**src/rtl/rd_burst_arb_pkg.sv**
```systemverilog
// Shared types and helpers for the read-burst arbiter.
// Holds the FSM state encoding and the burst-length decode rule
// (a programmed length of 0 still moves one beat).
package rd_burst_arb_pkg;

  typedef enum logic [1:0] {
    IDLE  = 2'd0,
    BURST = 2'd1,
    DONE  = 2'd2
  } state_t;

  // A zero length field means a single-beat burst; any other value is taken as is.
  function automatic int unsigned eff_burst_len(input int unsigned len);
    return (len == 0) ? 1 : len;
  endfunction

endpackage

```
**src/rtl/rr_arbiter.sv**
```systemverilog
// Purely combinational round-robin picker.
// Scans the request vector starting at the priority pointer and wraps
// around, returning a one-hot grant (all zeros when nothing is requesting).
module rr_arbiter #(
  parameter int NUM_REQ = 4,
  parameter int PTR_W   = (NUM_REQ > 1) ? $clog2(NUM_REQ) : 1
) (
  input  logic [NUM_REQ-1:0] req,
  input  logic [PTR_W-1:0]   ptr,
  output logic [NUM_REQ-1:0] grant
);

  logic             found;
  logic [PTR_W-1:0] idx;

  // First requester at or after ptr (modulo NUM_REQ) wins.
  always_comb begin
    // NOTE: every signal gets a default before the loop so no path leaves it
    // unassigned; otherwise synthesis infers a latch.
    grant = '0;
    found = 1'b0;
    idx   = '0;
    for (int i = 0; i < NUM_REQ; i++) begin
      idx = PTR_W'((int'(ptr) + i) % NUM_REQ);
      if (!found && req[idx]) begin
        grant[idx] = 1'b1;
        found      = 1'b1;
      end
    end
  end

endmodule

```
**src/rtl/rd_burst_arb.sv**
```systemverilog
// Read-burst arbiter sitting on the read side of a FIFO.
// Grants one requester at a time (round-robin), then streams its burst of
// FIFO words out on o_data/o_valid, pausing whenever the FIFO is empty.
// Each burst ends with a one-cycle o_done pulse to its owner.
// Optional feature: define RD_BURST_ARB_TIMEOUT_EN to abandon a burst that
// has stalled on an empty FIFO for TIMEOUT_CYC consecutive cycles; the burst
// then ends with an o_abort pulse instead of o_done. Without the macro the
// burst waits indefinitely and o_abort stays 0.
module rd_burst_arb
  import rd_burst_arb_pkg::*;
#(
  parameter int NUM_REQ     = 4,
  parameter int DATA_WIDTH  = 8,
  parameter int BLEN_W      = 4,
  parameter int TIMEOUT_CYC = 16
) (
  input  logic                      i_rd_clk,
  input  logic                      i_rst,
  input  logic [NUM_REQ-1:0]        i_req,
  input  logic [NUM_REQ*BLEN_W-1:0] i_burst_len,
  input  logic                      i_empty_flag,
  input  logic [DATA_WIDTH-1:0]     i_rd_data,
  output logic                      o_rd_en,
  output logic [NUM_REQ-1:0]        o_grant,
  output logic [DATA_WIDTH-1:0]     o_data,
  output logic                      o_valid,
  output logic [NUM_REQ-1:0]        o_done,
  output logic                      o_abort
);

  localparam int PTR_W = (NUM_REQ > 1) ? $clog2(NUM_REQ) : 1;

  if (NUM_REQ < 2 || NUM_REQ > 8 || BLEN_W < 1 || TIMEOUT_CYC < 1) begin : g_bad_params
    $error("rd_burst_arb: parameter out of range");
  end

  state_t             state;
  logic [PTR_W-1:0]   ptr;
  logic [PTR_W-1:0]   owner;
  logic [PTR_W-1:0]   next_ptr;
  logic [BLEN_W-1:0]  len_q;
  logic [BLEN_W-1:0]  beat_cnt;
  logic [BLEN_W-1:0]  beat_next;
  logic               last_beat;
  logic [NUM_REQ-1:0] rr_grant;
  logic [PTR_W-1:0]   rr_idx;
  logic [BLEN_W-1:0]  sel_len;
  logic [BLEN_W-1:0]  dec_len;

`ifdef RD_BURST_ARB_TIMEOUT_EN
  localparam int STALL_W = $clog2(TIMEOUT_CYC + 1);
  localparam logic [STALL_W-1:0] STALL_LAST = STALL_W'(TIMEOUT_CYC - 1);

  logic [STALL_W-1:0] stall_cnt;
  logic               abort_q;

  assign o_abort = abort_q;
`else
  assign o_abort = 1'b0;
`endif

  rr_arbiter #(
    .NUM_REQ (NUM_REQ),
    .PTR_W   (PTR_W)
  ) u_rr_arbiter (
    .req   (i_req),
    .ptr   (ptr),
    .grant (rr_grant)
  );

  // Turn the one-hot arbiter result into an index and pick that requester's length field.
  always_comb begin
    rr_idx  = '0;
    sel_len = '0;
    for (int k = 0; k < NUM_REQ; k++) begin
      if (rr_grant[k]) begin
        rr_idx  = PTR_W'(k);
        sel_len = i_burst_len[k*BLEN_W +: BLEN_W];
      end
    end
  end

  assign dec_len   = BLEN_W'(eff_burst_len(32'(sel_len)));
  assign beat_next = beat_cnt + BLEN_W'(1);
  assign last_beat = (beat_next == len_q);
  assign next_ptr  = (owner == PTR_W'(NUM_REQ - 1)) ? '0 : owner + PTR_W'(1);

  // The FIFO is popped combinationally so the word on i_rd_data is consumed this cycle.
  assign o_rd_en = (state == BURST) && !i_empty_flag;

  // Burst FSM with registered grant, data, valid and completion outputs.
  always_ff @(posedge i_rd_clk or posedge i_rst) begin
    if (i_rst) begin
      // NOTE: the data register is cleared too so o_data reads 0 after reset,
      // not whatever the last burst left behind.
      state    <= IDLE;
      ptr      <= '0;
      owner    <= '0;
      len_q    <= '0;
      beat_cnt <= '0;
      o_grant  <= '0;
      o_data   <= '0;
      o_valid  <= 1'b0;
      o_done   <= '0;
`ifdef RD_BURST_ARB_TIMEOUT_EN
      stall_cnt <= '0;
      abort_q   <= 1'b0;
`endif
    end else begin
      // NOTE: non-blocking assignments throughout, so every register sees the
      // pre-edge value of every other register regardless of statement order.
      o_valid <= o_rd_en;
      o_done  <= '0;
`ifdef RD_BURST_ARB_TIMEOUT_EN
      abort_q <= 1'b0;
`endif
      if (o_rd_en) begin
        o_data <= i_rd_data;
      end

      case (state)
        IDLE: begin
          if (|i_req) begin
            o_grant  <= rr_grant;
            owner    <= rr_idx;
            len_q    <= dec_len;
            beat_cnt <= '0;
`ifdef RD_BURST_ARB_TIMEOUT_EN
            stall_cnt <= '0;
`endif
            state    <= BURST;
          end
        end

        BURST: begin
          if (o_rd_en) begin
            beat_cnt <= beat_next;
`ifdef RD_BURST_ARB_TIMEOUT_EN
            stall_cnt <= '0;
`endif
            if (last_beat) begin
              o_done <= o_grant;
              state  <= DONE;
            end
          end
`ifdef RD_BURST_ARB_TIMEOUT_EN
          else if (stall_cnt == STALL_LAST) begin
            abort_q <= 1'b1;
            state   <= DONE;
          end else begin
            stall_cnt <= stall_cnt + STALL_W'(1);
          end
`endif
        end

        DONE: begin
          ptr     <= next_ptr;
          o_grant <= '0;
          state   <= IDLE;
        end

        default: begin
          state <= IDLE;
        end
      endcase
    end
  end

endmodule

```
**config.mk**
```make
export PLATFORM = sky130hd
export DESIGN_NAME = rd_burst_arb
export DESIGN_NICKNAME = d
export VERILOG_FILES = /design/src/rtl/rd_burst_arb_pkg.sv /design/src/rtl/rr_arbiter.sv /design/src/rtl/rd_burst_arb.sv
export SDC_FILE = /design/constraint.sdc
export NUM_CORES = 1
export LEC_CHECK = 0
export ABC_AREA = 1
export CORE_ASPECT_RATIO = 1.5
export CORE_MARGIN = 10
export CORE_UTILIZATION = 32
export DETAILED_ROUTE_END_ITERATION = 10
export PLACE_DENSITY = 0.54
export SYNTH_ARGS = -nofsm -noshare
export SYNTH_HDL_FRONTEND = slang
export SYNTH_SLANG_ARGS = --single-unit
```
**constraint.sdc**
```tcl
create_clock -name i_rd_clk -period 5.2 [get_ports i_rd_clk]
set_input_delay 0.52 -clock i_rd_clk [delete_from_list [all_inputs] [get_ports i_rd_clk]]
set_output_delay 0.52 -clock i_rd_clk [all_outputs]
set_load 0.1 [all_outputs]
```
After elaboration in Yosys (flattened, before gate mapping)
Cells that the tools add are included.
{ "totals": {"register_bits": 31, "output_inout_bits": 19, "inputBits": 31, "word_cells": 97} }
{ "classes": {"bitwise": 3, "n_mux": 44, "addsub": 5, "order_cmp": 8, "reduce_logical": 21, "eq_ne": 7} }
{ "ops": {"columns": ["cell", "count"], "rows": [
  ["4-bit 2-to-1 mux", 15],
  ["4-bit case mux with 2 select lines", 2],
  ["2-bit by 3-bit less-than comparator with 1-bit output, second input constant", 4],
  ["1-bit 2-to-1 mux", 12],
  ["2-bit 2-to-1 mux", 6],
  ["4-bit OR", 3],
  ["1-bit binary-select mux with 2-bit select", 4],
  ["1-bit demux with 2-bit select", 4],
  ["2-bit by 1-bit >= comparator with 1-bit output, second input constant", 4],
  ["1-bit logical AND", 8],
  ["2-bit inequality test, second input constant", 3],
  ["3-bit AND reduction", 2],
  ["2-bit by 1-bit adder with 2-bit output, second input constant", 2],
  ["2-bit adder, second input constant", 2],
  ["4-bit by 1-bit adder with 4-bit output, second input constant", 1],
  ["2-bit == test, second input constant", 2],
  ["4-bit == test", 1],
  ["1-bit zero test", 4],
  ["4-bit zero test", 1],
  ["2-bit case mux with 2 select lines", 1],
  ["2-bit AND reduction", 2],
  ["2-bit nonzero test", 2],
  ["4-bit OR reduction", 1],
  ["2-bit by 1-bit == test with 1-bit output, second input constant", 1],
  ["2-bit zero test", 1]
]} }

Depth between registers and ports, before layout
{ "logic_depth": {"ltp_word": 18, "depth_mapped": 17, "mapped_depth_nobuf": 16} }

Hierarchy
Synthesis repeated with hierarchy kept, for this count alone.
{ "unflattened": {"cells_unflattened": 255, "hier_area_um2": 1896.8} }
{ "modules_own_cells": {"columns": ["module", "seq_area_each_um2", "cells_each", "instances", "area_each_um2"], "rows": [
  ["rd_burst_arb", 775.7, 182, 1, 1497.7],
  ["rr_arbiter", 0.0, 73, 1, 399.1]
]} }

Worst setup path after synthesis
OpenSTA, ideal clock, no wires.
{ "synth_timing": {"kind": "input-to-output", "startpoint": "input i_empty_flag", "endpoint": "output o_rd_en", "path_stages": 2, "arrival_ns": 1.672, "path_buffers": 1, "t_required_ns": 4.680, "path_slack_ns": 3.008, "path_cell_list": "nor2_1 -> clkbuf_1"} }
{ "synth_between": {"elab_chain_len": 2} }
{ "synth_rtl": {"columns": ["item", "line", "text"], "rows": [
  ["start: declaration", "rd_burst_arb.sv:21", "input logic i_empty_flag,"],
  ["1-bit zero test", "rd_burst_arb.sv:89", "assign o_rd_en = (state == BURST) && !i_empty_flag;"],
  ["1-bit logical AND", "rd_burst_arb.sv:89", null],
  ["end: declaration", "rd_burst_arb.sv:23", "output logic o_rd_en,"]
]} }
Every way passes these cells.

Worst setup path in the final report
Ends and elaborated chain as after synthesis.

==> qor.csv <==
metric,value,unit
status,completed,
cts_tree,built,
cpMaxStageDelayCell,clkdlybuf4s50_1,
synthMuxAreaShare,0,%
rsz0062_at_grt,no,
finish.utilization,44.1,%
power_leakage,1.26,nW
num_rows,34,
wl_per_cell,12.7,µm
crit_type,in -> out,
antenna_found_initial,0,
via_per_inst,4.53,
yosys.area_share.simple,38.4,%
cp-end-kind,output port,
syn-instance-count,254,
min_period_over_period,63.4,%
crit_chain,clkdlybuf4s50_1 -> nor2_1 -> clkdlybuf4s50_1,
cts.clk_slew.worst_paths,0.07,ns
synthXorXnorAreaFrac,2.24,%
tightest_slew,0.991,ns
postCtsSetupRepairBufs,0,
gr-total-overflow,0,
cts.sink_count,31,
area_growth,32.4,%
path_delay_family,buffers and inverters,
insertion_delay,0.28,ns
port_buffers,48,
holdBufCountCts,0,
power_density,704,nW/µm²
track_usage,10.1,%
ys_ff_latch,31,
totalWireLength,4.79,mm
initial_core_util,33.3,%
final-setup-viol-count,0,
synth-async-reset-ratio,100,%
finalHoldViolCount,0,
gp_congestion,0.785,
synth_top_family_by_area,simple AND/OR/NAND/NOR gates,
dpl_worst_slack,1.88,ns
ant_nets,0,
vias,1712,
crit_buf_inv,2,
cp-start-kind,primary input,
clockBufferDepth,2,
grt_pass1_wl,8.07,mm
synth_cell_type_count,33,
grt_max_degree,32,
hold_path_class,reg -> reg,
coreArea,5870,µm²
cp.required,4.68,ns
synth_flop_cell,dfrtp_1,
cp_common_cell,clkdlybuf4s50_1,
slew_viol_final,0,
synthesis.nets,294,
drive_gt1_share,10.8,%
final_common_cell,nand2_1,
layout_common_cells,"nand2_1 (75), clkdlybuf4s50_1 (48), dfrtp_1 (31)",
dp_hpwl,3.96,mm
syn-cell-area,1950,µm²
critPathMaxFanout,12,
die_area,9700,µm²
chipHeight,116,µm
drc,0,
cts_max_level,2,
fin_crit,3.30,ns
cts_buffers,5,
fin_worst_skew,0.00457,ns
synth_fa_ha_area_share,5.76,%
ios,50,
seq_area_frac_synth,39.7,%
timing.fmax,303,MHz
root_buffer,clkbuf_8,
critPathMaxStageDelay,1.27,ns
yosys_warnings,0,
setup_ws,1.90,ns
tns,0,ns
maxSlewHeadroom,33.7,%
vdd_drop_max,0.370,mV
ctsResizeCount,0,
cp.arrival,2.78,ns
dieWidth,83.8,µm
antenna_cells,0,
synth_compound_area_share,5.95,%
grt_pass1_vias,1740,
syn_area_per_cell,7.69,µm²
synth_edf_count,0,
num-nets-final,345,
max_cap_violations,0,
drtPass1Iterations,5,
drtIter0Drc,73,
## power by group
| part | total (mW) | leakage, nW | internal, mW | switching (mW) |
|---|---|---|---|---|
| clock | 0.180 | 0.0412 | 0.0933 | 0.0870 |
| combinational | 1.24 | 0.828 | 0.359 | 0.876 |
| sequential | 0.407 | 0.395 | 0.334 | 0.0735 |
## sequential cells by signal, indices dropped and copies added (netlist names)
| register | count |
|---|---|
| len_q | 4 |
| owner | 2 |
| o_data | 8 |
| o_grant | 4 |
| ptr | 2 |
| state | 2 |
| o_valid | 1 |
| o_done | 4 |
| beat_cnt | 4 |
## metal layers
layer	share of wire, %	vias up	global-route usage, %
li1	-	904	-
met1	37	767	9.88
met2	56	35	19.4
met3	5.0	6	3.16
met4	1.3	0	3.70
met5	0	-	0
## area by class of cell
cell class                      instances  area, µm²
Sequential cell                        31        776
Multi-Input combinational cell        187       1030
Fill cell                             606       3280
Tap cell                               72       90.1
Clock buffer                            6       72.6
Inverter                               31        121
Timing Repair Buffer                   49        488
Clock inverter                          2       12.5
## synthesized netlist by cell type, types with 2 or more instances
library cell,number,area (µm²)
nand2_2,5,31.3
a31oi_1,2,12.5
o21ai_0,6,30.0
clkinv_1,2,7.51
ha_1,9,113
xnor2_1,3,26.3
nand2_1,75,282
clkbuf_1,3,11.3
inv_1,26,97.6
o21ai_1,3,15.0
inv_2,2,7.51
dfrtp_1,31,776
nand3_1,30,150
nand2_4,6,67.6
nor2_2,5,31.3
or2_0,2,12.5
xor2_1,2,17.5
o22ai_1,3,18.8
nand3_4,2,35.0
nand3_2,2,20.0
a21oi_1,5,25.0
nor2_1,19,71.3
## metrics by stage
step                      cells  hold slack, ns  area (µm²)  power (mW)
after floorplan             254           0.459        1950        1.39
after global placement      370           0.452        2500        1.66
after detailed placement    370           0.459        2500        1.67
after CTS                   378           0.475        2590        1.86
after global routing        378           0.491        2590        1.99
final                       378           0.471        2590        1.82
## kinds of logic (layout without fill, tap and decap cells)
| logic type | after synthesis | in the layout |
|---|---|---|
| adders and majority gates | 9 | 9 |
| AOI/OAI and AO/OA | 21 | 21 |
| xor gates and xnor gates | 5 | 5 |
| and+or+nand+nor | 151 | 151 |
| other | 1 | 1 |
| buffers and inverters | 36 | 88 |
| DFF | 31 | 31 |
## path summary, 6_finish.rpt
path / to / start / depth (start not counted) / slack (ns)
max: o_rd_en / i_empty_flag / 3 / 1.90
max in group asynchronous: beat_cnt[0] / i_rst / 3 / 4.29
max reg2reg: len_q[0] / ptr[0] / 14 / 2.68
min reg2reg: o_data[3] / o_data[3] / 2 / 0.47
min in group asynchronous: o_data[2] / i_rst / 3 / 0.62
min: o_data[3] / o_data[3] / 2 / 0.47
## worst reg2reg max path, delay by kind of cell (launching register included)
kind	cells	cell delay, ns
AND/OR/NAND/NOR	9	1.01
buffers and inverters	3	0.30
flip-flops	1	0.65
adder cells (fa/ha/maj)	1	0.37
AO/OA/AOI/OAI	1	0.12
Note: power is estimated with default switching activity, not from simulation.
